`src/rtl/fetch_redirect_unit.sv`:
```
// Fetch-side PC register and IF/ID pipeline register. Execute-stage redirects
// (PCSrcE) load the branch/JAL/JALR target, flush IF/ID and are counted.
module fetch_redirect_unit #(
  parameter logic [31:0] RESET_PC  = 32'h00000000,
  parameter logic [31:0] NOP_INSTR = 32'h00000013,
  parameter int          CNT_W     = 16
) (
  input  logic             clk,
  input  logic             rst,
  input  logic             StallF,
  input  logic             StallD,
  input  logic [1:0]       PCSrcE,
  input  logic [31:0]      PCTargetE,
  input  logic [31:0]      ALUResultE,
  input  logic [31:0]      InstrF,
  output logic [31:0]      PCF,
  output logic [31:0]      InstrD,
  output logic [31:0]      PCD,
  output logic [31:0]      PCPlus4D,
  output logic             FlushD,
  output logic             FlushE,
  output logic             TargetMisaligned,
  output logic [CNT_W-1:0] RedirectCount
);

  logic        redirect;
  logic [31:0] pcPlus4F;
  logic [31:0] redirectTarget;

  // PCSrcE = 11 is reserved and behaves like sequential fetch.
  assign redirect = (PCSrcE == 2'b01) || (PCSrcE == 2'b10);
  assign pcPlus4F = PCF + 32'd4;
  assign FlushD   = redirect;
  assign FlushE   = redirect;

  always_comb begin
    redirectTarget = PCTargetE;
    if (PCSrcE == 2'b10) begin
      // JALR clears bit 0 of rs1+imm.
      redirectTarget = {ALUResultE[31:1], 1'b0};
    end
  end

  // Redirect overrides StallF: the wrong-path fetch must be abandoned.
  always_ff @(posedge clk or posedge rst) begin
    if (rst) begin
      PCF <= RESET_PC;
    end else if (redirect) begin
      PCF <= redirectTarget;
    end else if (!StallF) begin
      PCF <= pcPlus4F;
    end
  end

  // IF/ID priority: flush > stall > load.
  always_ff @(posedge clk or posedge rst) begin
    if (rst) begin
      InstrD   <= NOP_INSTR;
      PCD      <= 32'd0;
      PCPlus4D <= 32'd0;
    end else if (redirect) begin
      InstrD   <= NOP_INSTR;
      PCD      <= 32'd0;
      PCPlus4D <= 32'd0;
    end else if (!StallD) begin
      InstrD   <= InstrF;
      PCD      <= PCF;
      PCPlus4D <= pcPlus4F;
    end
  end

  // Status: sticky misaligned-target flag and saturating redirect counter.
  always_ff @(posedge clk or posedge rst) begin
    if (rst) begin
      TargetMisaligned <= 1'b0;
      RedirectCount    <= '0;
    end else begin
      if (redirect && (redirectTarget[1:0] != 2'b00)) begin
        TargetMisaligned <= 1'b1;
      end
      if (redirect && (RedirectCount != {CNT_W{1'b1}})) begin
        RedirectCount <= RedirectCount + 1'b1;
      end
    end
  end

endmodule

```
`config.mk`:
```
export PLATFORM = sky130hd
export DESIGN_NAME = fetch_redirect_unit
export DESIGN_NICKNAME = d
export VERILOG_FILES = /design/src/rtl/fetch_redirect_unit.sv
export SDC_FILE = /design/constraint.sdc
export NUM_CORES = 1
export LEC_CHECK = 0
export ABC_CLOCK_PERIOD_IN_PS = 5830
export CORE_UTILIZATION = 46
export CTS_BUF_LIST = sky130_fd_sc_hd__clkbuf_4 sky130_fd_sc_hd__clkbuf_8 sky130_fd_sc_hd__clkbuf_16
export CTS_CLUSTER_SIZE = 40
export DETAILED_ROUTE_END_ITERATION = 10
export GPL_ROUTABILITY_DRIVEN = 0
export PLACE_DENSITY = 0.84
export SKIP_CTS_REPAIR_TIMING = 1
export SYNTH_ARGS = -nofsm -noshare
export SYNTH_HDL_FRONTEND = slang
export SYNTH_SLANG_ARGS = --single-unit
```
`constraint.sdc`:
```
create_clock -name clk -period 5.83 [get_ports clk]
set_clock_uncertainty 0.2 [all_clocks]
set_input_delay 0.583 -clock clk [delete_from_list [all_inputs] [get_ports clk]]
set_output_delay 0.583 -clock clk [all_outputs]
set_load 0.03 [all_outputs]
```
== Yosys cells after proc, flatten, opt, wreduce, memory -nomap -nowiden ==
Cells that the tools add are included.

* Input port bits: 102
* Word-level logic and storage cells: 26
* Output and inout bits: 147
* Bits in registers: 145

* $add $sub $neg: 2
* Reduce and logical (&&, ||, !) cells: 4
* Eq/ne operators: 5
* Multiplexer cells: 9

{| class="wikitable"
|+ Operator list
! operator !! count
|-
| 32-bit two-way mux || 9
|-
| 32-bit by 3-bit adder with 32-bit output, second input constant || 1
|-
| 16-bit by 1-bit adder with 16-bit output, second input constant || 1
|-
| 16-bit != test, second input constant || 1
|-
| 2-bit by 1-bit != test with 1-bit output, second input constant || 2
|-
| 2-bit by 1-bit == test with 1-bit output, second input constant || 1
|-
| 2-bit == test, second input constant || 1
|-
| 1-bit logical AND || 2
|-
| 2-bit nonzero test || 1
|-
| 1-bit logical OR || 1
|}

== Logic depth before layout (Yosys ltp) ==
* Depth after elaboration: 4
* Gate-level depth with buffers: 8
* Gate-level depth less buffers: 6

== Least setup slack after synthesis ==
No wires, ideal clock.

* Path kind: input -> output
* Start point: in PCSrcE[0]
* End point: out FlushE
* Buffers on the path: 3
* Path slack: 3.059 ns
* Stages: 6
* Arrival: 1.988 ns
* Required time: 5.047 ns
* Cell sequence: inv_1 > ha_1 > clkbuf_1 > inv_2 > clkbuf_1 > buf_4

* Word-level cells in the longest chain between the ends: 2
* Elaborated cells between the ends (all ways): 3
* Those cells by class: eq/ne: 2; reduce/logical: 1

{| class="wikitable"
|+ RTL lines
! item !! RTL line !! RTL
|-
| start: declaration || 12 || <nowiki>input logic [1:0] PCSrcE,</nowiki>
|-
| 2-bit by 1-bit == test with 1-bit output / 2-bit == test (equally long branches) || 31 || <nowiki>assign redirect = (PCSrcE == 2'b01) || (PCSrcE == 2'b10);</nowiki>
|-
| 1-bit logical OR * || 31 ||
|-
| end: declaration || 21 || <nowiki>output logic FlushE,</nowiki>
|}

Every way passes the cells marked *; elsewhere a longest branch is shown, timed or not.

== Worst setup path after layout ==
Same ends and word-level chain as after synthesis.

==> results.ini <==
[run_status]
status=finished, final reports clean

[cts]
clk_path_buf_depth=2
cts_made_buffers=17
htreeDepth=4
cts_sinks=143
insertion_delay_ns=0.42
clk_pin_slew_worst_paths_ns=0.06
cts_tree=done
cts_root_buf=clkbuf_16

[timing]
min_period_ns=3.48
fmaxAchievable_mhz=287
fin_crit_sh=0.597
slew_violations=0
setup_viol=0
worst_pin_slew_ns=0.958
rsz0062_at_grt=false
slew-limit-headroom=0.356
finalSetupTns_ns=0
hold_violations=0

[die]
die-area_um2=16200
die_y_um=127
pin_count=249
design.core.area_um2=15300
start_util=0.473
num_rows=45
die_w_um=127

[synthesis]
synthSimpleGateAreaFrac=0.178
ys_types=46
synth_top_area_frac=0.485
synth_edf_count=0
yosysSeqAreaShare=0.496
synth_area_um2=7220
synth_xor_area_frac=0.0388
ys_warn_count=0
synth_fa_ha_area_frac=0.00520
synth_area_leaders=dfrtp_1 49%, mux2i_1 10%, nor2_1 4.2%
ys_ff_latch=143
postSynthCellCount=717
ys.flop_type=dfrtp_1
synth_top_family_by_area=simple AND/OR/NAND/NOR gates
synth-compound-area-share=0.135
synthArstFlopShare=1.00
synth_largest_area_cell=dfrtp_1
syn_nets=822
avgSynthCellArea_um2=10.1
muxShareOfSynthArea=0.103

[worst_hold_path]
hold_path_class=register to register
min_to=TargetMisaligned
hold_path.startpoint=TargetMisaligned
hold_depth=1

[final_layout]
final_cells=1142
drive_gt1_frac=0.0559
area_growth_pct=43.2
layout.nets=1024
antenna_cells=0

[global_routing]
grt_util_all_layers=0.263
grt_antenna_before_repair=0
grt_max_degree=97
grt_pass1_vias=6256
grt_overflow_total=0
grt_pass1_wl_mm=33.1

[worst_setup_path]
crit_type=primary input to output pin
worstSetupStartpointType=primary input
reg2reg_from=PCF[2]
endpoint_kind=output pin
worstPathRequired_ns=5.05
path_max_fanout=92
cp.arrival_ns=2.70
rrSetupSlack_ns=3.11
rr_endpoint=PCPlus4D[24]
reg2reg_depth=5

[flow_run]
maxCapViolCount=0

[place]
dp_cells=1111
port_buffers=247
detailed_place_hpwl_mm=13.8

[route]
via_per_inst=5.72
drcViolationCount=0
postRouteAntennaNets=0
vias=6535
drt-total-wl_mm=20.7
drt_iter0_markers=464
detail_route.first_pass.iterations=5
wire_per_inst_um=18.1

[power_and_ir_drop]
ir_drop_mv=0.204
power_density_nw_per_um2=345
power_uw=3570
cellLeakagePower_uw=0.00420

-- through the flow --
step | utilization | setup slack (ns) | hold WS, ns | instance area (um^2)
4_1_cts | 0.678 | 2.30 | 0.268 | 10300
6_report | 0.678 | 2.35 | 0.270 | 10300
2_1_floorplan | - | 1.21 | 0.402 | 7220
3_3_place_gp | 0.636 | 2.33 | 0.243 | 9700
5_1_grt | 0.678 | 2.23 | 0.279 | 10300
3_5_place_dp | 0.636 | 2.30 | 0.251 | 9700
-- cell type report --
type	count	area, um^2
flip-flops and latches	143	3580
multi-input cells	501	3330
clock inverters	13	214
well taps	211	264
clock buffers	18	433
fillers	1173	4910
repair buffers	250	2490
inverters	6	27.5
-- cell families after synthesis --
family,after synthesis
flops,143
buf+inv,73
simple gates,239
compound gates,153
xor+xnor,32
mux,74
fa+ha+maj,3
-- cell usage in the layout (no fill, tap or decap), types with 11 or more instances in the layout --
master / netlist / layout
xnor2_1: 27 / 27
mux2i_1: 72 / 72
a31oi_1: 30 / 30
nor2b_1: 28 / 28
dfrtp_1: 140 / 140
nor3_1: 11 / 11
or4_1: 20 / 20
clkbuf_16: 0 / 17
nor2_1: 80 / 80
nand3_1: 14 / 14
a21oi_1: 28 / 28
clkdlybuf4s50_1: 0 / 246
nand2_1: 28 / 28
a211oi_1: 30 / 30
o31ai_1: 18 / 18
o21ai_0: 33 / 33
-- per-layer routing --
layer | global-route usage | vias up | routed length [um]
met5 | 0 | - | 0
met4 | 0.100 | 0 | 389
met3 | 0.0649 | 37 | 1490
met2 | 0.432 | 303 | 10100
met1 | 0.336 | 3180 | 8710
li1 | - | 3015 | -
-- power breakdown --
group / internal [uW] / switching (uW) / total, uW
Clock: 764 / 433 / 1200
Combinational: 452 / 602 / 1050
Sequential: 1130 / 192 / 1320
Total: 2350 / 1230 / 3570
-- state kept, by name, indices dropped and copies added, names as in the netlist --
name and cells:
InstrD 32, PCF 32, TargetMisaligned 1, PCD 32, RedirectCount 16, PCPlus4D 30
-- worst max path at each step --
stage	cells after the start	slack, ns	from	to
global route	5	2.23	PCSrcE[0]	FlushD
CTS	5	2.30	PCSrcE[0]	FlushE
floorplan	1	1.21	rst	InstrD[10]
detailed placement	5	2.30	PCSrcE[0]	FlushD
global placement	5	2.33	PCSrcE[0]	FlushE
finish	5	2.35	PCSrcE[0]	FlushE
-- synthesized netlist by cell type, drive strengths merged (4+ instances only) --
cell,instances
a21oi,28
xor2,5
mux2i,72
inv,6
nor3,11
o41ai,6
clkbuf,39
nor2,80
nand3,14
or4,20
o31ai,18
nor4,9
or3,9
dfrtp,140
nand4,12
a31oi,30
xnor2,27
a211oi,30
nand2,28
buf,28
nor2b,28
o21ai,33
or2,4
and3,5
nand4b,5
and4,5
-- worst max-delay path: stages --
cell	delay [ns]
clkdlybuf4s50_1	0.46
inv_1	0.06
ha_4	0.84
inv_2	0.09
clkdlybuf4s50_1	0.63
Power figures use the tool's default switching activity.
